==> config.mk <==
export PLATFORM = sky130hd
export DESIGN_NAME = xillybus_ap_read_bridge_flat
export DESIGN_NICKNAME = d
export VERILOG_FILES = /design/src/rtl/xillybus_ap_read_bridge_pkg.sv /design/src/rtl/xillybus_ap_read_bridge_if.sv /design/src/rtl/xillybus_ap_read_bridge_fifo.sv /design/src/rtl/xillybus_ap_read_bridge.sv /design/src/flat_wrapper.sv
export SDC_FILE = /design/constraint.sdc
export NUM_CORES = 1
export LEC_CHECK = 0
export ABC_AREA = 1
export CAP_MARGIN = 20
export CORE_MARGIN = 1
export CORE_UTILIZATION = 23
export CTS_CLUSTER_DIAMETER = 80
export DETAILED_ROUTE_END_ITERATION = 16
export GPL_ROUTABILITY_DRIVEN = 0
export PLACE_DENSITY = 0.46
export SLEW_MARGIN = 10
export SYNTH_ARGS = -nofsm -noshare
export SYNTH_HDL_FRONTEND = slang
export SYNTH_SLANG_ARGS = --single-unit
==> constraint.sdc <==
create_clock -name bus_clk -period 5.3 [get_ports bus_clk]
set_clock_uncertainty 0.1 [all_clocks]
set_input_delay 1.06 -clock bus_clk [delete_from_list [all_inputs] [get_ports bus_clk]]
set_output_delay 1.06 -clock bus_clk [all_outputs]
set_load 0.005 [all_outputs]
==> src/rtl/xillybus_ap_read_bridge_pkg.sv <==
// Shared types and defaults for the Xillybus <-> HLS ap_fifo bridges.
package xillybus_bridge_pkg;
  localparam int DATA_W_DEF     = 32;
  localparam int LEN_W_DEF      = 16;
  localparam int DEPTH_LOG2_DEF = 4;

  typedef enum logic [1:0] {CLOSED, STREAM, DRAIN, EOF} state_t;
endpackage

==> src/rtl/xillybus_ap_read_bridge_if.sv <==
// ap_fifo sink side plus Xillybus read-stream side of the read bridge.
interface xillybus_ap_read_bridge_if
  import xillybus_bridge_pkg::*;
#(
  parameter int DATA_W = DATA_W_DEF
);
  logic [DATA_W-1:0] out_r_din;
  logic              out_r_write;
  logic              out_r_full_n;
  logic              user_r_rden;
  logic              user_r_empty;
  logic [DATA_W-1:0] user_r_data;
  logic              user_r_eof;
  logic              user_r_open;

  modport slave (
    input  out_r_din, out_r_write, user_r_rden, user_r_open,
    output out_r_full_n, user_r_empty, user_r_data, user_r_eof
  );

  modport master (
    output out_r_din, out_r_write, user_r_rden, user_r_open,
    input  out_r_full_n, user_r_empty, user_r_data, user_r_eof
  );
endinterface

==> src/rtl/xillybus_ap_read_bridge_fifo.sv <==
// Synchronous FIFO with registered read data and a synchronous flush.
module bridge_sync_fifo
  import xillybus_bridge_pkg::*;
#(
  parameter int DATA_W     = DATA_W_DEF,
  parameter int DEPTH_LOG2 = DEPTH_LOG2_DEF
) (
  input  logic                  clk,
  input  logic                  rst_n,
  input  logic                  flush,
  input  logic                  push,
  input  logic [DATA_W-1:0]     din,
  input  logic                  pop,
  output logic [DATA_W-1:0]     dout,
  output logic [DEPTH_LOG2:0]   count
);
  localparam int DEPTH = 1 << DEPTH_LOG2;
  localparam logic [DEPTH_LOG2-1:0] PTR_ONE = 1;
  localparam logic [DEPTH_LOG2:0]   CNT_ONE = 1;

  logic [DATA_W-1:0]     mem [DEPTH];
  logic [DEPTH_LOG2-1:0] wr_ptr, rd_ptr;

  always_ff @(posedge clk)
    if (push && !flush) mem[wr_ptr] <= din;

  // Flush wins over push/pop; dout keeps the last delivered word.
  always_ff @(posedge clk or negedge rst_n) begin
    if (!rst_n) begin
      wr_ptr <= '0;
      rd_ptr <= '0;
      count  <= '0;
      dout   <= '0;
    end else if (flush) begin
      wr_ptr <= '0;
      rd_ptr <= '0;
      count  <= '0;
    end else begin
      if (push) wr_ptr <= wr_ptr + PTR_ONE;
      if (pop) begin
        rd_ptr <= rd_ptr + PTR_ONE;
        dout   <= mem[rd_ptr];
      end
      case ({push, pop})
        2'b10:   count <= count + CNT_ONE;
        2'b01:   count <= count - CNT_ONE;
        default: count <= count;
      endcase
    end
  end
endmodule

==> src/rtl/xillybus_ap_read_bridge.sv <==
// HLS ap_fifo output -> Xillybus FPGA-to-host stream, framed with EOF after frame_len words.
module xillybus_ap_read_bridge
  import xillybus_bridge_pkg::*;
#(
  parameter int DATA_W     = DATA_W_DEF,
  parameter int DEPTH_LOG2 = DEPTH_LOG2_DEF,
  parameter int LEN_W      = LEN_W_DEF
) (
  input  logic                 bus_clk,
  input  logic                 bus_rst_n,
  xillybus_ap_read_bridge_if.slave bus,
  input  logic [LEN_W-1:0]     frame_len,
  output logic [LEN_W-1:0]     words_sent,
  output logic                 overflow_err,
  output logic                 underflow_err
);
  localparam logic [DEPTH_LOG2:0] DEPTH   = {1'b1, {DEPTH_LOG2{1'b0}}};
  localparam logic [DEPTH_LOG2:0] CNT_ONE = 1;
  localparam logic [LEN_W-1:0]    LEN_ONE = 1;

  state_t              state, state_nxt;
  logic                open_q, open_rise;
  logic [LEN_W-1:0]    len_q, acc_cnt, acc_nxt;
  logic [DEPTH_LOG2:0] cnt;
  logic                full_n, empty, push, pop, flush;

  always_comb begin
    open_rise = bus.user_r_open && !open_q;
    full_n    = (state == STREAM) && (cnt < DEPTH);
    empty     = (state == CLOSED) || (state == EOF) || (cnt == '0);
    push      = bus.out_r_write && full_n;
    pop       = bus.user_r_rden && !empty;
    flush     = !bus.user_r_open;
    acc_nxt   = push ? acc_cnt + LEN_ONE : acc_cnt;
  end

  // Leaving STREAM on the accepting edge drops full_n right after the last word.
  always_comb begin
    state_nxt = state;
    if (!bus.user_r_open) state_nxt = CLOSED;
    else begin
      case (state)
        CLOSED: if (open_rise) state_nxt = STREAM;
        STREAM: if (len_q != '0 && acc_nxt == len_q) state_nxt = DRAIN;
        DRAIN:  if (cnt == '0 || (pop && cnt == CNT_ONE)) state_nxt = EOF;
        default: state_nxt = state;
      endcase
    end
  end

  always_ff @(posedge bus_clk or negedge bus_rst_n) begin
    if (!bus_rst_n) begin
      state         <= CLOSED;
      open_q        <= 1'b0;
      len_q         <= '0;
      acc_cnt       <= '0;
      words_sent    <= '0;
      overflow_err  <= 1'b0;
      underflow_err <= 1'b0;
    end else begin
      state  <= state_nxt;
      open_q <= bus.user_r_open;
      if (open_rise) begin
        len_q      <= frame_len;
        acc_cnt    <= '0;
        words_sent <= '0;
      end else begin
        acc_cnt <= acc_nxt;
        if (pop && words_sent != '1) words_sent <= words_sent + LEN_ONE;
      end
      if (bus.out_r_write && !full_n) overflow_err  <= 1'b1;
      if (bus.user_r_rden && empty)   underflow_err <= 1'b1;
    end
  end

  bridge_sync_fifo #(.DATA_W(DATA_W), .DEPTH_LOG2(DEPTH_LOG2)) u_fifo (
    .clk   (bus_clk),
    .rst_n (bus_rst_n),
    .flush (flush),
    .push  (push),
    .din   (bus.out_r_din),
    .pop   (pop),
    .dout  (bus.user_r_data),
    .count (cnt)
  );

  assign bus.out_r_full_n = full_n;
  assign bus.user_r_empty = empty;
  assign bus.user_r_eof   = (state == EOF);
endmodule

==> src/flat_wrapper.sv <==
// flat-port wrapper written by rule: the top's interface ports become plain ports
module xillybus_ap_read_bridge_flat import xillybus_bridge_pkg::*;
#(
  parameter int DATA_W     = DATA_W_DEF,
  parameter int DEPTH_LOG2 = DEPTH_LOG2_DEF,
  parameter int LEN_W      = LEN_W_DEF
)
  (bus_clk, bus_rst_n, frame_len, words_sent, overflow_err, underflow_err, bus_out_r_din, bus_out_r_write, bus_user_r_rden, bus_user_r_open, bus_out_r_full_n, bus_user_r_empty, bus_user_r_data, bus_user_r_eof);
  xillybus_ap_read_bridge_if #(.DATA_W(DATA_W)) bus_i ();
  input  logic bus_clk;
  input  logic bus_rst_n;
  input  logic [LEN_W-1:0] frame_len;
  output logic [LEN_W-1:0] words_sent;
  output logic overflow_err;
  output logic underflow_err;
  input wire logic [$bits(bus_i.out_r_din)-1:0] bus_out_r_din;
  input wire logic [$bits(bus_i.out_r_write)-1:0] bus_out_r_write;
  input wire logic [$bits(bus_i.user_r_rden)-1:0] bus_user_r_rden;
  input wire logic [$bits(bus_i.user_r_open)-1:0] bus_user_r_open;
  output wire logic [$bits(bus_i.out_r_full_n)-1:0] bus_out_r_full_n;
  output wire logic [$bits(bus_i.user_r_empty)-1:0] bus_user_r_empty;
  output wire logic [$bits(bus_i.user_r_data)-1:0] bus_user_r_data;
  output wire logic [$bits(bus_i.user_r_eof)-1:0] bus_user_r_eof;
  assign bus_i.out_r_din = bus_out_r_din;
  assign bus_i.out_r_write = bus_out_r_write;
  assign bus_i.user_r_rden = bus_user_r_rden;
  assign bus_i.user_r_open = bus_user_r_open;
  assign bus_out_r_full_n = bus_i.out_r_full_n;
  assign bus_user_r_empty = bus_i.user_r_empty;
  assign bus_user_r_data = bus_i.user_r_data;
  assign bus_user_r_eof = bus_i.user_r_eof;
  xillybus_ap_read_bridge #(.DATA_W(DATA_W), .DEPTH_LOG2(DEPTH_LOG2), .LEN_W(LEN_W)) u_core (.bus_clk(bus_clk), .bus_rst_n(bus_rst_n), .bus(bus_i), .frame_len(frame_len), .words_sent(words_sent), .overflow_err(overflow_err), .underflow_err(underflow_err));
endmodule
Word level (Yosys, flattened, before mapping) --
Memory sizes are Yosys's and may differ from the RTL's. A register that Yosys moved wholly into a read port is not among the register bits. Index checks and enable logic that the tools add are counted.
Word-level totals: word-level logic and storage cells 73, input port bits 53, RAM bits 512, memories 1, bits in read-only memories 0, latch bits 0, flip-flop bits (word level) 66, output and inout bits 53
Memory list:
- u_core.u_fifo.mem | words 16, width 32, rd ports 1, clocked after memory_dff 1, write ports 1, line xillybus_ap_read_bridge_fifo.sv:21 | logic [DATA_W-1:0] mem [DEPTH];
Cells by class: eq/ne operators 15, add/sub/neg operators 6, divide/modulo/power cells 0, order comparisons 1, bitwise logic cells 0, multipliers 0, reduce and logical (&&, ||, !) cells 23, multiplexer cells 17, shift operators 0
Operators with widths (number):
- 2-to-1 mux 16 bit | 4
- adder 16 x 1 -> 16 bit, second input constant | 2
- == test 16 bit | 1
- 2-to-1 mux 4 bit | 4
- inequality test 16 bit, second input constant | 1
- nonzero test 16 bit | 1
- logical AND 1 bit | 10
- case mux 5 bit (2 select lines) | 1
- adder 4 x 1 -> 4 bit, second input constant | 2
- 2-to-1 mux 2 bit | 4
- == test 2 bit, second input constant | 3
- inequality test 3 x 2 -> 1 bit, second input constant | 2
- case mux 2 bit (3 select lines) | 1
- adder 5 x 1 -> 5 bit, second input constant | 1
- == test 5 x 1 -> 1 bit, second input constant | 1
- zero test 5 bit | 1
- less-than comparator 5 bit, second input constant | 1
- 2-to-1 mux 5 bit | 1
- subtractor 5 x 1 -> 5 bit, second input constant | 1
- == test 2 x 1 -> 1 bit, second input constant | 2
- zero test 1 bit | 4
- inequality test 2 x 1 -> 1 bit, second input constant | 2
- inequality test 4 x 1 -> 1 bit, second input constant | 1
- AND reduction 4 bit | 1
- other kinds (7) | 10

Longest topological paths before layout --
Gate-level depths: netlist (run 1).
depth after elaboration 10, mapped depth 20, depth with buffers taken out 18

Hierarchy --
From an unflattened synthesis (run 1), not the netlist that was laid out.
Unflattened totals: cell total of the unflattened synthesis 2854, area total of the unflattened synthesis 27390.0 µm²
By module, submodules not included:
- bridge_sync_fifo | area an instance 24305.8 µm², instances 1, cells each 2419
- xillybus_ap_read_bridge | area an instance 3084.2 µm², instances 1, cells each 435

Worst setup path before layout (run 1) --
OpenSTA, ideal clock, no wires.
path kind input -> register, start point input bus_out_r_write, end point memory u_core.u_fifo.mem[3][0] (netlist name) (enable), data arrival time 3.801 ns, slack 0.937 ns, cell stages on the path 6, buffers on the path 2, library setup time 0.461 ns, cell sequence nand3_2 -> buf_6 -> inv_6 -> buf_12 -> nand2_1 -> nor3_1
On the way: longest elaborated chain between the ends 4
Ends and longest elaborated chain:
- start: declaration | line flat_wrapper.sv:17 | input wire logic [$bits(bus_i.out_r_write)-1:0] bus_out_r_write;
- logical AND 1 bit | line xillybus_ap_read_bridge.sv:31 | push = bus.out_r_write && full_n;
- logical AND 1 bit | line xillybus_ap_read_bridge_fifo.sv:25 | if (push && !flush) mem[wr_ptr] <= din;
- 2-to-1 mux 1 bit | line xillybus_ap_read_bridge_fifo.sv:25
- 2-to-1 mux 1 bit (implied by the code) | line xillybus_ap_read_bridge_fifo.sv:25
- end: declaration | line xillybus_ap_read_bridge_fifo.sv:21
No other way between the ends.

Worst setup path in the final report (run 1) --
start point register u_core.u_fifo.count[0], end point output bus_user_r_empty
On the way: longest elaborated chain between the ends 2
Ends and longest elaborated chain:
- start: declaration | line xillybus_ap_read_bridge_fifo.sv:15 | output logic [DEPTH_LOG2:0] count
- start signal: assignment | line xillybus_ap_read_bridge_fifo.sv:45 | 2'b10: count <= count + CNT_ONE;
- start signal: assignment | line xillybus_ap_read_bridge_fifo.sv:46 | 2'b01: count <= count - CNT_ONE;
- start signal: assignment | line xillybus_ap_read_bridge_fifo.sv:47 | default: count <= count;
- zero test 5 bit | line xillybus_ap_read_bridge.sv:30 | empty = (state == CLOSED) || (state == EOF) || (cnt == '0);
- logical OR 1 bit | line xillybus_ap_read_bridge.sv:30
- end: declaration | line flat_wrapper.sv:21 | output wire logic [$bits(bus_i.user_r_empty)-1:0] bus_user_r_empty;
No other way between the ends.

==> impl_metrics.json, run 1 <==
{
  "run_status": "complete, no violations",
  "grt_pass1_vias": 16616,
  "antenna-diode-count": 0,
  "cp.depth": 7,
  "end_kind": "output port",
  "grt_usage_pct": 12.6,
  "drt-initial-drc-count": 1195,
  "std_cell_rows": 120,
  "grt_first_pass_wirelength_um": 104000,
  "critical_path_class": "flop to output port",
  "die_width_um": 330,
  "synth_enable_flop_cells": 512,
  "power.density_nw_per_um2": 405,
  "detail_route.first_pass.iterations": 7,
  "mostFrequentLayoutCells": "512 x sky130_fd_sc_hd__edfxtp_1, 368 x sky130_fd_sc_hd__nor2_1, 351 x sky130_fd_sc_hd__o21ai_0, 229 x sky130_fd_sc_hd__nand2_1, 156 x sky130_fd_sc_hd__o22ai_1",
  "worstPathMaxFanout": 4,
  "synth_async_sr_flop_share_pct": 16.1,
  "max_cap_viol_count": 0,
  "nNetsFinal": 2245,
  "cp_slowest_stage_delay_ns": 0.52,
  "clock_sinks": 610,
  "cts_hold_repair.buffers": 0,
  "ys.warnings.count": 0,
  "cts_resized": 0,
  "critical_path.slowest_cell": "sky130_fd_sc_hd__clkdlybuf4s50_1",
  "final_min_period_over_clock_period_pct": 65.7,
  "max-slew-margin-rel_pct": 33.4,
  "fp.dieH_um": 330,
  "initial_utilization_pct": 23.2,
  "rr_worst_depth": 7,
  "setup_repair_after_global_routing_missed_its_margin": "no",
  "worst_path_most_repeated_cell": "sky130_fd_sc_hd__inv_1",
  "routed_wirelength_um": 69300,
  "vdd.ir_drop.worst_mv": 0.214,
  "clock.fmax_mhz": 287,
  "syn2layout_area_growth_pct": 20.2,
  "timing.critical_path.required_ns": 4.14,
  "synth_flop_cell": "sky130_fd_sc_hd__edfxtp_1",
  "synth.cell_area_um2": 24800,
  "cts-htree-levels": 3,
  "final_antenna_net_count": 0,
  "leakage_nw": 10.2,
  "clk_latency_ns": 0.62,
  "die_area_um2": 109000,
  "post_synth_num_cell_types": 43,
  "synth_cells": 2088,
  "tritoncts.num_buffers": 70,
  "global_route.overflow_total": 0,
  "drcViolationCount": 0,
  "timing.hold.ws_ns": 0.363,
  "worst_hold_path_type": "flop to flop",
  "path_buf_inv": 3,
  "synth.avg_cell_area_um2": 11.9,
  "worst_setup_path_start_kind": "flop",
  "finish.instance_area_um2": 29800,
  "number_of_fillers_in_the_final_layout": 10971,
  "clock-root-buffer": "sky130_fd_sc_hd__clkbuf_16",
  "synthesis.nets": 2156,
  "timing.final.setup_violations": 0,
  "cts.clk_slew.worst_paths_ns": 0.06,
  "core_region_area_um2": 107000,
  "final_cell_count_no_fill": 3638,
  "critical_path_arrival_ns": 2.32,
  "total_cell_area_at_the_placement_stage_um2": 27600,
  "vias": 16616,
  "timing.hold.worst_path_depth": 1,
  "vias_per_cell": 4.57,
  "place.port_buffers": 105,
  "post_drt_wl_per_cell_um": 19.1,
  "layout.cells.most_common": "sky130_fd_sc_hd__edfxtp_1",
  "dpl.cell_count": 3508,
  "tns_ns": 0,
  "slew_viol_final": 0,
  "clockBufferDepth": 3,
  "design.portCount": 106,
  "worstMarginPinSlew_ns": 0.999,
  "timing_hold_violations_final": 0,
  "family_with_the_most_delay_on_the_worst_path": "buffers and inverters",
  "post_route_cells_drive_above_1_share_pct": 8.77,
  "post-dp-hpwl_um": 37900,
  "grt_start_max_net_pins": 155,
  "timing.critical_path.cells": "inv_1 > ha_1 > inv_1 > nor2_1 > nand2_2 > nand2_1 > clkdlybuf4s50_1",
  "grt_antenna_before_repair": 7,
  "post_route_minimum_period_ns": 3.48,
  "synth_sequential_area_ratio_pct": 71.9,
  "register_bit_total_from_synthesis": 610,
  "post_cts_buffers": 0,
  "tritoncts": "built"
}
[stage by stage]
| step | total power [mW] | worst slack (ns) | util, % |
|---|---|---|---|
| after CTS | 12.2 | 1.78 | 27.9 |
| after detailed placement | 7.50 | 1.31 | 25.8 |
| after global placement | 7.48 | 1.34 | 25.8 |
| after global routing | 12.6 | 1.69 | 27.9 |
| after floorplan | 6.66 | 0.937 | - |
| final | 12.1 | 1.82 | 27.9 |
[kinds of logic (layout without fill, tap and decap cells)]
kind of cell | count (synthesis) | in the layout | share of synthesized area (%)
compound gates | 554 | 554 | 12.2
xor+xnor | 4 | 4 | 0.141
fa+ha+maj | 15 | 15 | 0.757
buf+inv | 192 | 339 | 3.08
flops | 610 | 610 | 71.9
simple gates | 713 | 713 | 11.9
[cell type report]
class	count	area, um^2	share of cell area [%]
inverters	71	278	0.933
flip-flops and latches	610	17800	59.9
clock inverters	38	352	1.18
clock buffers	92	1870	6.29
repair buffers	138	1380	4.65
multi-input cells	1286	6300	21.2
well taps	1403	1760	5.89
[layer usage]
layer	GRT usage (%)	up-vias	wire, um
li1	-	7699	-
met1	16.9	8420	31800
met2	20.2	384	32300
met3	2.62	107	3490
met4	3.89	6	1700
met5	0	-	29
[path summary, 6_finish.rpt]
check	endpoint	start	slack (ns)
min	u_core.overflow_err	u_core.overflow_err	0.36
min reg2reg	u_core.overflow_err	u_core.overflow_err	0.36
max in group asynchronous	u_core.words_sent[8]	bus_rst_n	3.42
max reg2reg	u_core.u_fifo.dout[14]	u_core.u_fifo.rd_ptr[1]	2.12
max	bus_user_r_empty	u_core.u_fifo.count[0]	1.82
min in group asynchronous	u_core.acc_cnt[6]	bus_rst_n	0.49
[sequential cells by signal (all words and copies together), names as in the netlist, 4 cells and up]
signal                cells
u_core.u_fifo.mem       512
u_core.u_fifo.dout       32
u_core.acc_cnt           16
u_core.len_q             16
u_core.words_sent        16
u_core.u_fifo.count       5
u_core.u_fifo.rd_ptr      4
u_core.u_fifo.wr_ptr      4
[cells in the mapped netlist (4+ instances only)]
master | number | area, um^2
sky130_fd_sc_hd__a21oi_1 | 29 | 145
sky130_fd_sc_hd__buf_1 | 9 | 33.8
sky130_fd_sc_hd__buf_2 | 6 | 30.0
sky130_fd_sc_hd__clkbuf_1 | 103 | 387
sky130_fd_sc_hd__dfrtp_1 | 98 | 2450
sky130_fd_sc_hd__edfxtp_1 | 512 | 15400
sky130_fd_sc_hd__ha_1 | 15 | 188
sky130_fd_sc_hd__inv_1 | 64 | 240
sky130_fd_sc_hd__inv_2 | 5 | 18.8
sky130_fd_sc_hd__nand2_1 | 229 | 860
sky130_fd_sc_hd__nand2_2 | 10 | 62.6
sky130_fd_sc_hd__nand3_1 | 44 | 220
sky130_fd_sc_hd__nand3_2 | 5 | 50.1
sky130_fd_sc_hd__nand4_1 | 10 | 62.6
sky130_fd_sc_hd__nor2_1 | 377 | 1420
sky130_fd_sc_hd__nor2_2 | 6 | 37.5
sky130_fd_sc_hd__nor3_1 | 17 | 85.1
sky130_fd_sc_hd__o21ai_0 | 351 | 1760
sky130_fd_sc_hd__o22ai_1 | 156 | 976
sky130_fd_sc_hd__o32ai_1 | 4 | 35.0
sky130_fd_sc_hd__xor2_1 | 4 | 35.0
[power breakdown]
part | switching [mW] | total (mW) | leakage (nW) | internal (mW)
combinational | 1.13 | 1.81 | 3.22 | 0.679
sequential | 0.154 | 5.56 | 5.88 | 5.41
clock | 2.02 | 4.69 | 1.09 | 2.67
total | 3.30 | 12.1 | 10.2 | 8.76
No activity file was read; power rests on OpenSTA's default activity.
==> run 2: changes to the inputs <==
- PLACE_DENSITY: 0.46 -> 0.48
- clock period: 5.3 -> 3 ns (I/O delays scaled with it)
==> run 2 against run 1 <==
  * Critical endpoint unchanged
  * First-iteration DRC count is 5.0% higher
  * Via count up 0.79%
  * Critical path type unchanged
  * Largest power group unchanged
  * Register-to-register slack got worse by 1.8 ns
  * Global-route usage increased by 0.33 points
  * Count of clock-buffer cells in the layout increased by 2
  * Total power is 84% higher
  * Die area unchanged
  * Design area grew 3.1%
  * Cell count grew 1.3%
==> impl_metrics.json, run 2 (synthesized netlist as in run 1, its figures left out) <==
{
  "cts-htree-levels": 3,
  "worst_hold_path_type": "flop to flop",
  "min_delay_worst_endpoint": "u_core.underflow_err",
  "min-delay-start": "u_core.underflow_err",
  "end_kind": "output port",
  "grt_start_max_net_pins": 101,
  "fp.dieH_um": 330,
  "grt_pass1_vias": 16604,
  "number_of_fillers_in_the_final_layout": 10890,
  "worstPathMaxFanout": 5,
  "drt-initial-drc-count": 1255,
  "leakage_nw": 10.6,
  "die_area_um2": 109000,
  "final_antenna_net_count": 0,
  "vias_per_cell": 4.55,
  "timing_hold_violations_final": 0,
  "timing.critical_path.required_ns": 2.30,
  "clockBufferDepth": 3,
  "post_route_minimum_period_ns": 2.86,
  "netSwitchingFraction_pct": 26.6,
  "vdd.ir_drop.worst_mv": 0.348,
  "run_status": "complete, no violations",
  "max-slew-margin-rel_pct": 37.1,
  "nNetsFinal": 2293,
  "final_cell_count_no_fill": 3684,
  "post-dp-hpwl_um": 42200,
  "worst_r2r_startpoint": "u_core.state[1]",
  "worst_setup_path_start_kind": "flop",
  "grtUsageMet1_pct": 17.7,
  "clk_latency_ns": 0.62,
  "tritoncts.num_buffers": 73,
  "placement.setup.worst_slack_ns": 0.0432,
  "drcViolationCount": 0,
  "largest_register": "u_core.u_fifo.mem",
  "reg2reg_setup_slack_ns": 0.35,
  "family_with_the_most_delay_on_the_worst_path": "buffers and inverters",
  "routed_wirelength_um": 70500,
  "path_buf_inv": 2,
  "std_cell_rows": 120,
  "dpl.cell_count": 3549,
  "grt_antenna_before_repair": 3,
  "cp_slowest_stage_delay_ns": 0.51,
  "grt_busiest_layer": "met2",
  "critical_path.slowest_cell": "sky130_fd_sc_hd__clkdlybuf4s50_1",
  "vias": 16747,
  "power.density_nw_per_um2": 724,
  "post_route_cells_drive_above_1_share_pct": 11.1,
  "clock_sinks": 610,
  "layout.cells.most_common": "sky130_fd_sc_hd__edfxtp_1",
  "place.port_buffers": 105,
  "timing.critical_path.cells": "inv_1 > ha_1 > nand2_2 > clkdlybuf4s50_1",
  "internal_power_mw": 16.3,
  "global_route.overflow_total": 0,
  "global_route.usage.met3_pct": 2.71,
  "post_drt_wl_per_cell_um": 19.1,
  "core_region_area_um2": 107000,
  "design.portCount": 106,
  "largest_register_ff_count": 512,
  "p_seq_share_pct": 44.1,
  "regToRegEndpoint": "u_core.state[1]",
  "detail_route.first_pass.iterations": 5,
  "clock.fmax_mhz": 349,
  "slew_viol_final": 0,
  "initial_utilization_pct": 23.2,
  "critical_path_class": "flop to output port",
  "timing.final.setup_violations": 0,
  "grt_usage_pct": 12.9,
  "power_frac_comb_pct": 15.6,
  "tns_ns": 0,
  "clock-root-buffer": "sky130_fd_sc_hd__clkbuf_16",
  "total_switching_power_mw": 5.91,
  "grt.met2_usage_pct": 20.5,
  "grt_first_pass_wirelength_um": 106000,
  "biggestRegsByFlops": "u_core.u_fifo.mem x512, u_core.u_fifo.dout x32",
  "rr_worst_depth": 19,
  "final_min_period_over_clock_period_pct": 95.4,
  "design_power_total_mw": 22.2,
  "timing.hold.worst_path_depth": 1,
  "worstMarginPinSlew_ns": 0.943,
  "syn2layout_area_growth_pct": 23.9,
  "final_critical_path_setup_slack_ns": 0.137,
  "mostFrequentLayoutCells": "512 x sky130_fd_sc_hd__edfxtp_1, 367 x sky130_fd_sc_hd__nor2_1, 351 x sky130_fd_sc_hd__o21ai_0, 228 x sky130_fd_sc_hd__nand2_1, 156 x sky130_fd_sc_hd__o22ai_1",
  "critical_path_arrival_ns": 2.16,
  "cts.clk_slew.worst_paths_ns": 0.06,
  "antenna-diode-count": 0,
  "clock_power_share_pct": 40.3,
  "max_cap_viol_count": 0,
  "tritoncts": "built",
  "die_width_um": 330
}
## run 2: layout make-up
class | count | area [um^2] | area share [%]
tap | 1403 | 1760 | 5.72
clock inverter | 37 | 462 | 1.50
sequential | 610 | 17800 | 58.1
inverter | 71 | 277 | 0.900
timing repair buffer | 183 | 2040 | 6.63
clock buffer | 94 | 1980 | 6.44
multi-input combinational | 1286 | 6370 | 20.7
## run 2: per-layer routing
layer	share of wire (%)	routed length [um]	up-vias
met5	0.062	44	-
met4	2.2	1540	6
met3	5.9	4190	107
met2	46	32500	486
met1	46	32200	8344
li1	-	-	7804
## run 2: metrics by stage
stage / utilization (%) / area (um^2) / hold slack, ns
4_1_cts: 28.7 / 30700 / 0.376
6_report: 28.7 / 30700 / 0.365
2_1_floorplan: - / 24900 / 0.204
5_1_grt: 28.7 / 30700 / 0.394
3_5_place_dp: 26.4 / 28200 / 0.356
3_3_place_gp: 26.4 / 28200 / 0.361
## run 2: worst max path at each step
stage | startpoint | end | slack [ns] | cells past startpoint
2_1_floorplan | u_core.state[1] | u_core.u_fifo.mem[0][0] | -0.11 | 7
3_3_place_gp | bus_out_r_write | u_core.u_fifo.mem[0][20] | 0.07 | 7
3_5_place_dp | bus_out_r_write | u_core.u_fifo.mem[0][26] | 0.04 | 7
4_1_cts | u_core.u_fifo.count[1] | bus_user_r_empty | 0.002 | 7
5_1_grt | u_core.u_fifo.count[1] | bus_user_r_empty | -0.005 | 7
6_report | u_core.state[0] | bus_user_r_empty | 0.14 | 4
## run 2: repair_timing
item	in CTS	in global routing
hold buffers	1	0
buffers inserted	0	3
setup endpoints to repair	1	1
resized for setup	2	2
endpoints found under the hold margin	26	0
## run 2: worst register-to-register path: cells and delay by family, from the launching register on
family,cells,cell delay (ns)
and+or+nand+nor,16,1.58
DFF,1,0.40
buffers and inverters,2,0.28
adders and majority gates,1,0.25
## run 2: power groups by stage
stage          logic [mW]  clock network, mW  registers, mW
2_1_floorplan        1.84                  0           9.93
3_3_place_gp         3.44                  0           9.98
3_5_place_dp         3.46                  0           9.98
4_1_cts              3.49               9.20           9.81
5_1_grt              3.89               9.51           9.85
6_report             3.47               8.97           9.80
==> run 3: changes to the inputs <==
- CORE_UTILIZATION: 23 -> 29
- PLACE_DENSITY: 0.48 -> default
- PLACE_DENSITY_LB_ADDON: default -> 0.08
- SLEW_MARGIN: 10 -> default
==> run 3 against run 2 <==
  * Register-to-register slack worse by 0.03 ns
  * Utilization grew 7.5 points
  * Wire length is 5.6% higher
  * Non-clock buffer count grew 2
  * First-iteration DRC count increased by 3.0%
  * Global-route usage grew 4.4 points
==> impl_metrics.json, run 3 (synthesized netlist as in run 1, its figures left out) <==
{
  "die_area_um2": 86600,
  "clock.fmax_mhz": 349,
  "layout.cells.most_common": "sky130_fd_sc_hd__edfxtp_1",
  "grt_start_max_net_pins": 102,
  "slew_viol_final": 0,
  "timing.final.setup_violations": 0,
  "nNetsFinal": 2297,
  "run_status": "complete, no violations",
  "rr_worst_depth": 9,
  "worstPathMaxFanout": 5,
  "grt_first_pass_wirelength_um": 111000,
  "worst_r2r_startpoint": "u_core.state[1]",
  "final_core_util_pct": 36.2,
  "critical_path_arrival_ns": 2.16,
  "die_width_um": 294,
  "grt_antenna_before_repair": 2,
  "drt-initial-drc-count": 1293,
  "total_cell_area_at_the_placement_stage_um2": 28000,
  "worst_hold_path_type": "flop to flop",
  "timing.hold.ws_ns": 0.356,
  "post_route_minimum_period_ns": 2.86,
  "leakage_nw": 10.7,
  "post_drt_wl_per_cell_um": 21.7,
  "cts-htree-levels": 3,
  "final_min_period_over_clock_period_pct": 95.4,
  "clock-root-buffer": "sky130_fd_sc_hd__clkbuf_16",
  "vdd.ir_drop.worst_mv": 0.338,
  "drcViolationCount": 0,
  "final_antenna_net_count": 0,
  "setup_repair_after_global_routing_missed_its_margin": "no",
  "worstMarginPinSlew_ns": 0.911,
  "end_kind": "output port",
  "regToRegEndpoint": "u_core.u_fifo.mem[7][26]",
  "min-delay-start": "u_core.underflow_err",
  "post-dp-hpwl_um": 45400,
  "vias_per_cell": 4.88,
  "detail_route.first_pass.iterations": 5,
  "grt_pass1_vias": 16732,
  "syn2layout_area_growth_pct": 22.9,
  "max-slew-margin-rel_pct": 39.3,
  "reg2reg_setup_slack_ns": 0.32,
  "design_power_total_mw": 22.2,
  "worst_setup_path_start_kind": "flop",
  "largest_register_ff_count": 512,
  "post_route_cells_drive_above_1_share_pct": 11.3,
  "number_of_fillers_in_the_final_layout": 8277,
  "clk_latency_ns": 0.61,
  "cts.clk_slew.worst_paths_ns": 0.05,
  "placement.setup.worst_slack_ns": -0.0698,
  "tritoncts.num_buffers": 75,
  "initial_utilization_pct": 29.5,
  "antenna-diode-count": 0,
  "routed_wirelength_um": 74400,
  "std_cell_rows": 106,
  "grt_usage_pct": 17.3,
  "place.port_buffers": 105,
  "timing.critical_path.required_ns": 2.30,
  "clockBufferDepth": 3,
  "final_critical_path_setup_slack_ns": 0.137,
  "timing_hold_violations_final": 0,
  "core_region_area_um2": 84100,
  "finish.instance_area_um2": 30500,
  "clock_sinks": 610,
  "design.portCount": 106,
  "timing.hold.worst_path_depth": 1,
  "largest_register": "u_core.u_fifo.mem",
  "power.density_nw_per_um2": 728,
  "fp.dieH_um": 294,
  "vias": 16694,
  "critical_path_class": "flop to output port",
  "biggestRegsByFlops": "u_core.u_fifo.mem x512, u_core.u_fifo.dout x32",
  "tritoncts": "built",
  "max_cap_viol_count": 0,
  "min_delay_worst_endpoint": "u_core.underflow_err",
  "mostFrequentLayoutCells": "512 x sky130_fd_sc_hd__edfxtp_1, 367 x sky130_fd_sc_hd__nor2_1, 351 x sky130_fd_sc_hd__o21ai_0, 228 x sky130_fd_sc_hd__nand2_1, 156 x sky130_fd_sc_hd__o22ai_1",
  "global_route.overflow_total": 0
}
[run 3: changes by cell type in the layout (fill, tap and decap cells not counted), sizes merged]
cell      previous run  this run
buf                 78        80
bufinv               8         4
clkbuf              94       103
clkinv              19        24
clkinvlp             3         4
inv                 78        74
[run 3: timing repair]
action	4_1_cts	5_1_grt
pin swaps	1	0
buffers inserted	1	1
setup endpoints to repair	1	1
hold buffers	1	0
resized for setup	1	3
endpoints found under the hold margin	27	0
[run 3: worst max-delay path by stage]
stage | slack (ns) | end | startpoint
after floorplan | -0.11 | u_core.u_fifo.mem[0][0] | u_core.state[1]
after global placement | -0.07 | u_core.u_fifo.mem[3][24] | bus_out_r_write
after detailed placement | -0.07 | u_core.u_fifo.mem[7][24] | bus_out_r_write
after CTS | 0.001 | bus_user_r_empty | u_core.u_fifo.count[0]
after global routing | 0.002 | bus_user_r_empty | u_core.u_fifo.count[0]
final | 0.14 | bus_user_r_empty | u_core.state[0]
[run 3: layer usage]
| layer | up-vias | GRT usage (%) | wire length [um] |
|---|---|---|---|
| met5 | - | 0 | 13 |
| met4 | 2 | 4.61 | 1420 |
| met3 | 87 | 3.01 | 3290 |
| met2 | 352 | 27.3 | 34200 |
| met1 | 8418 | 24.3 | 35500 |
| li1 | 7835 | - | - |
[run 3: final cells by class]
class / instances / area [um^2] / area share (%)
flip-flops and latches: 610 / 17800 / 58.6
multi-input cells: 1286 / 6370 / 20.9
repair buffers: 185 / 2140 / 7.02
clock buffers: 103 / 2090 / 6.87
well taps: 1134 / 1420 / 4.66
clock inverters: 35 / 324 / 1.06
inverters: 71 / 278 / 0.912
[run 3: metrics by stage]
step           instances  setup TNS [ns]
3_3_place_gp        3283           -3.06
6_report            3424               0
2_1_floorplan       2088          -28.17
5_1_grt             3424               0
4_1_cts             3423               0
3_5_place_dp        3283           -3.05
[run 3: power breakdown]
part	internal (mW)	switching, mW	leakage [nW]	total (mW)
registers	9.56	0.267	5.88	9.82
logic	1.37	2.12	3.61	3.48
clock network	5.26	3.62	1.18	8.87
[run 3: worst max-delay path, cell delays in order, from the launching register on]
cell	delay [ns]
sky130_fd_sc_hd__dfrtp_1	0.43
sky130_fd_sc_hd__inv_1	0.09
sky130_fd_sc_hd__ha_1	0.40
sky130_fd_sc_hd__nand2_2	0.14
sky130_fd_sc_hd__clkdlybuf4s50_1	0.50
==> RTL edit 1, RTL diff (flow settings as in run 3) <==
Reset style: synchronous (`bus_rst_n` and `rst_n`), changed in 2 clocked blocks.
--- a/src/rtl/xillybus_ap_read_bridge_fifo.sv
+++ b/src/rtl/xillybus_ap_read_bridge_fifo.sv
@@ -25,7 +25,7 @@
     if (push && !flush) mem[wr_ptr] <= din;
 
   // Flush wins over push/pop; dout keeps the last delivered word.
-  always_ff @(posedge clk or negedge rst_n) begin
+  always_ff @(posedge clk) begin
     if (!rst_n) begin
       wr_ptr <= '0;
       rd_ptr <= '0;
--- a/src/rtl/xillybus_ap_read_bridge.sv
+++ b/src/rtl/xillybus_ap_read_bridge.sv
@@ -48,7 +48,7 @@
     end
   end
 
-  always_ff @(posedge bus_clk or negedge bus_rst_n) begin
+  always_ff @(posedge bus_clk) begin
     if (!bus_rst_n) begin
       state         <= CLOSED;
       open_q        <= 1'b0;
Check against the original RTL: differs if bus_rst_n is asserted again (counterexample within 4 cycles, from zero or initial values and one cycle with bus_rst_n low); with bus_rst_n held inactive, the same outputs for 4 cycles.
==> RTL edit 1 against run 3 <==
- worst setup slack better by 0.073 ns
- first-iteration DRC count shrank 18%
- sequential cell count did not move
- maximum frequency up 2.6%
- hold slack improved by 0.016 ns
- design area decreased by 1.5%
- routed wire length shrank 3.3%
- synthesized area is 0.74% lower
- count of clock-buffer cells in the layout is 6 lower
Power is not compared: it rests on default switching activity, and its combinational part moved more than twofold at a synthesized area within 25%.
==> RTL edit 1: results (changes against run 3) <==
ys flop type edfxtp_1; maximum VDD drop 0.352 mV; CTS H-Tree Depth 3 (unchanged); vias in the first global route 16,500 (-1.6%); largest net degree at the start of global routing 99 (-2.9%); initial antenna violation count 0 (-2); Max clock buf depth 3 (unchanged); share of cells above drive strength 1 0.0981 (-0.0150); Pre-Repair DR Iteration Count 5 (unchanged); Post-synth EDFFs 512 (unchanged); Root Driver clkbuf_16; worst skew pair latency 0.62 ns; Slowest-stage cell, CP clkdlybuf4s50_1; DR vias/cell 4.80 (-1.5%); Iter 0 DRT Violations 1,054 (-18%); Largest regs u_core.u_fifo.mem (512), u_core.u_fifo.dout (32); CTS Buf Count 73 (-2.7%); status complete, no violations; clock-pin slew on the worst setup and hold paths 0.06 ns; HP Class flop to flop; number of port buffers 105 (unchanged); Distinct cells, synth 43 (unchanged); Post-DP HPWL 41,200 um (-9.2%); Slew Limit Headroom 0.530 (+0.137); ant diodes 0 (unchanged); Final nets 2,331 (+1.5%); top post-synthesis cells by count 512 x edfxtp_1, 394 x nor2_1, 332 x o21ai_0; FFs w/ async S/R, synth 0 (-0.161); global-route wire length before repair 107,000 um (-3.6%); CP max stage delay 0.51 ns; # resized after CTS 0 (-1); CP Max Fanout 4 (-1); static leakage 10.1 nW; fill count 8,241 (-0.43%); synth top area cells edfxtp_1 62%, dfxtp_1 8.0%, o21ai_0 6.8%; warnings from Yosys 0 (unchanged); total track usage 0.167 (-0.00542); per-cell routed wire length 20.8 um (-4.3%); postcts setup bufs 0 (-1); critical path arrival 2.09 ns (-0.07 ns); r2r setup slk 0.57 ns (+0.25 ns); syn_nets 2,204 (+2.2%); post-synthesis sequential area ratio 0.705 (-0.0146)
RTL edit 1: cell types whose count changed in the layout (fill, tap and decap cells not counted), sizes merged, moves of 5 or more:
cell,change
nand2,-126
dfrtp,-98
dfxtp,+98
inv,+70
a21oi,+57
o21ai,+19
nor2,+16
nand3,+11
clkbuf,-6
o22ai,-6
o32ai,+6
buf,-5
RTL edit 1: per-stage QoR:
stage	area, um^2	cells	hold WS [ns]	setup slack (ns)
after floorplan	24600	2136	0.355	-0.905
after global placement	27700	3322	0.361	0.0537
after detailed placement	27700	3322	0.364	0.0908
after CTS	30000	3457	0.378	0.168
after global routing	30000	3457	0.411	0.0477
final	30000	3457	0.372	0.210
RTL edit 1: power by group:
| group | total (mW) | switching, mW | internal [mW] | leakage [nW] |
|---|---|---|---|---|
| sequential | 9.23 | 0.0233 | 9.21 | 5.40 |
| combinational | 0.414 | 0.271 | 0.143 | 3.62 |
| clock | 8.57 | 3.57 | 5.00 | 1.12 |
| total | 18.2 | 3.87 | 14.3 | 10.1 |
RTL edit 1: final timing paths:
kind                               startpoint                                to  depth (start not counted)
min reg2reg  u_core.overflow_err$_SDFFE_PN0P_  u_core.overflow_err$_SDFFE_PN0P_                          2
max reg2reg      u_core.state[1]$_SDFFE_PN0P_      u_core.state[1]$_SDFFE_PN0P_                         13
min          u_core.overflow_err$_SDFFE_PN0P_  u_core.overflow_err$_SDFFE_PN0P_                          2
max              u_core.state[0]$_SDFFE_PN0P_                  bus_user_r_empty                          4
RTL edit 1: cell type report:
type	count	share of cell area
inverter	141	0.0181
sequential	610	0.578
multi-input combinational	1257	0.210
clock inverter	38	0.0113
clock buffer	97	0.0656
tap	1134	0.0473
timing repair buffer	180	0.0688
RTL edit 1: cells by family (layout without fill, tap and decap cells):
| logic type | after synthesis | count (layout) | synth area share |
|---|---|---|---|
| adder cells (fa/ha/maj) | 15 | 15 | 0.00763 |
| XOR/XNOR | 4 | 4 | 0.00142 |
| buffers and inverters | 269 | 456 | 0.0435 |
| flip-flops | 610 | 610 | 0.705 |
| AND/OR/NAND/NOR | 611 | 611 | 0.105 |
| AO/OA/AOI/OAI | 627 | 627 | 0.137 |
RTL edit 1: metal layers:
layer  vias up  track usage  routed length [um]
met5         -            0                   0
met4         0       0.0489                1700
met3        98       0.0256                2560
met2       312        0.277               34100
met1      8256        0.225               33500
li1       7930            -                   -
RTL edit 1: worst max-delay path: cells and delay by family (launching register included):
kind	cells	cell delay, ns
buf+inv	2	0.60
flops	1	0.39
simple gates	1	0.13
fa+ha+maj	1	0.37
==> RTL edit 2, RTL diff (config.mk and constraints of run 3) <==
Made on the original files. Change the package constant `DATA_W_DEF` from 32 to 64.
--- a/src/rtl/xillybus_ap_read_bridge_pkg.sv
+++ b/src/rtl/xillybus_ap_read_bridge_pkg.sv
@@ -1,6 +1,6 @@
 // Shared types and defaults for the Xillybus <-> HLS ap_fifo bridges.
 package xillybus_bridge_pkg;
-  localparam int DATA_W_DEF     = 32;
+  localparam int DATA_W_DEF     = 64;
   localparam int LEN_W_DEF      = 16;
   localparam int DEPTH_LOG2_DEF = 4;
 
Interface: changed (resized bus_out_r_din and bus_user_r_data); port bits go from 106 to 170. The function was not compared with the original's and may differ.
==> RTL edit 2 against run 3 <==
- worst setup slack better by 0.034 ns
- power up 87%
- sequential share of layout area up 2.1 points
- die area up 83%
- design area up 84%
- count of clock-buffer cells in the layout up 63
- sequential cell count up 544
- routed wire length up 92%
- register-to-register slack better by 0.10 ns
- non-clock buffer count up 190
- synthesized area up 84%
- critical path type unchanged
- critical endpoint is now bus_out_r_full_n
- highest routed layer unchanged
==> RTL edit 2: results (changes against run 3) <==
status complete, no violations; top post-synthesis cells by count 1,024 x edfxtp_1, 715 x nor2_1, 611 x o21ai_0; Post-synth EDFFs 1,024 (+100%); post-synthesis sequential area ratio 0.745 (+0.0260); global-route wire length before repair 211,000 um (+90%); number of port buffers 169 (+61%); Worst-Margin Slew 0.786 ns (-0.125 ns); synth top area cells edfxtp_1 67%, dfrtp_1 7.1%, o21ai_0 6.7%; static leakage 19.5 nW (+82%); largest net degree at the start of global routing 111 (+8.8%); maximum VDD drop 0.579 mV (+71%); Iter 0 DRT Violations 2,162 (+67%); CTS Buf Count 139 (+85%); critical path arrival 2.13 ns (-0.03 ns); Post-DP HPWL 86,300 um (+90%); worst skew pair latency 0.77 ns (+0.16 ns); FFs w/ async S/R, synth 0.113 (-0.0480); DR vias/cell 4.87 (about the same); vias in the first global route 30,300 (+81%); CTS H-Tree Depth 4 (+1); Distinct cells, synth 40 (-7.0%); per-cell routed wire length 23.4 um (+7.8%); initial antenna violation count 3 (+1); share of cells above drive strength 1 0.118 (+0.00535); Switch Pwr 11.2 mW (+87%)
[RTL edit 2: changes by cell type after synthesis, moves of 26 or more]
cell,run 3,this run
buf_2,6,32
o22ai_1,156,306
edfxtp_1,512,1024
o21ai_0,351,611
dfrtp_1,98,130
clkbuf_1,103,190
o21ai_1,2,55
nor2_1,377,715
nand2_1,229,330
[RTL edit 2: metrics by stage]
step           setup slack [ns]  cell area (um^2)  instances  setup TNS [ns]
5_1_grt                  0.0198             56000       6102               0
6_report                  0.171             56000       6102               0
3_3_place_gp            -0.0483             51500       5846           -3.90
2_1_floorplan            -0.526             45800       3654         -378.71
3_5_place_dp            -0.0720             51500       5846           -5.13
4_1_cts                  0.0806             56000       6102               0
[RTL edit 2: timing repair]
action	4_1_cts	5_1_grt
setup buffers	6	0
hold endpoints to repair	33	0
gates resized for setup	7	0
hold buffers	1	0
setup endpoints to repair	1	0
[RTL edit 2: logic make-up (layout without fill, tap and decap cells)]
group	count (synthesis)	count (layout)	synth area share
buf+inv	312	702	0.0273
compound gates	1025	1025	0.123
fa+ha+maj	15	15	0.00411
xor+xnor	3	3	0.000576
simple gates	1145	1145	0.100
flops	1154	1154	0.745
[RTL edit 2: final timing paths]
kind                                                  start                                 end  slack (ns)
max                             u_core.state[1]$_DFFE_PN0P_                    bus_out_r_full_n        0.17
min                                               bus_rst_n  u_core.u_fifo.dout[23]$_DFFE_PN0P_        0.23
max reg2reg                     u_core.state[1]$_DFFE_PN0P_  u_core.u_fifo.mem[9][47]$_DFFE_PP_        0.42
min reg2reg                u_core.underflow_err$_DFFE_PN0P_    u_core.underflow_err$_DFFE_PN0P_        0.36
max in group asynchronous                         bus_rst_n         u_core.len_q[8]$_DFFE_PN0P_        1.78
min in group bus_clk                           frame_len[3]         u_core.len_q[3]$_DFFE_PN0P_        0.32
[RTL edit 2: layer usage]
metal	track usage	vias to the layer above	part of all wire
li1	-	13900	-
met1	0.253	15000	0.48
met2	0.288	556	0.47
met3	0.0269	182	0.034
met4	0.0501	2	0.022
met5	0	-	0.00013
[RTL edit 2: layout make-up]
| type | instances | area [um^2] |
|---|---|---|
| Timing Repair Buffer | 375 | 4090 |
| Fill cell | 15200 | 100000 |
| Clock buffer | 166 | 3680 |
| Sequential cell | 1154 | 34000 |
| Multi-Input combinational cell | 2188 | 10600 |
| Clock inverter | 83 | 757 |
| Tap cell | 2058 | 2570 |
| Inverter | 78 | 320 |
[RTL edit 2: power by group through the flow]
stage | combinational (mW) | clock (mW) | sequential, mW
6_report | 6.47 | 16.5 | 18.5
5_1_grt | 7.22 | 17.6 | 18.6
4_1_cts | 6.64 | 17.0 | 18.5
3_5_place_dp | 6.53 | 0 | 18.9
3_3_place_gp | 6.61 | 0 | 18.9
2_1_floorplan | 3.22 | 0 | 18.8
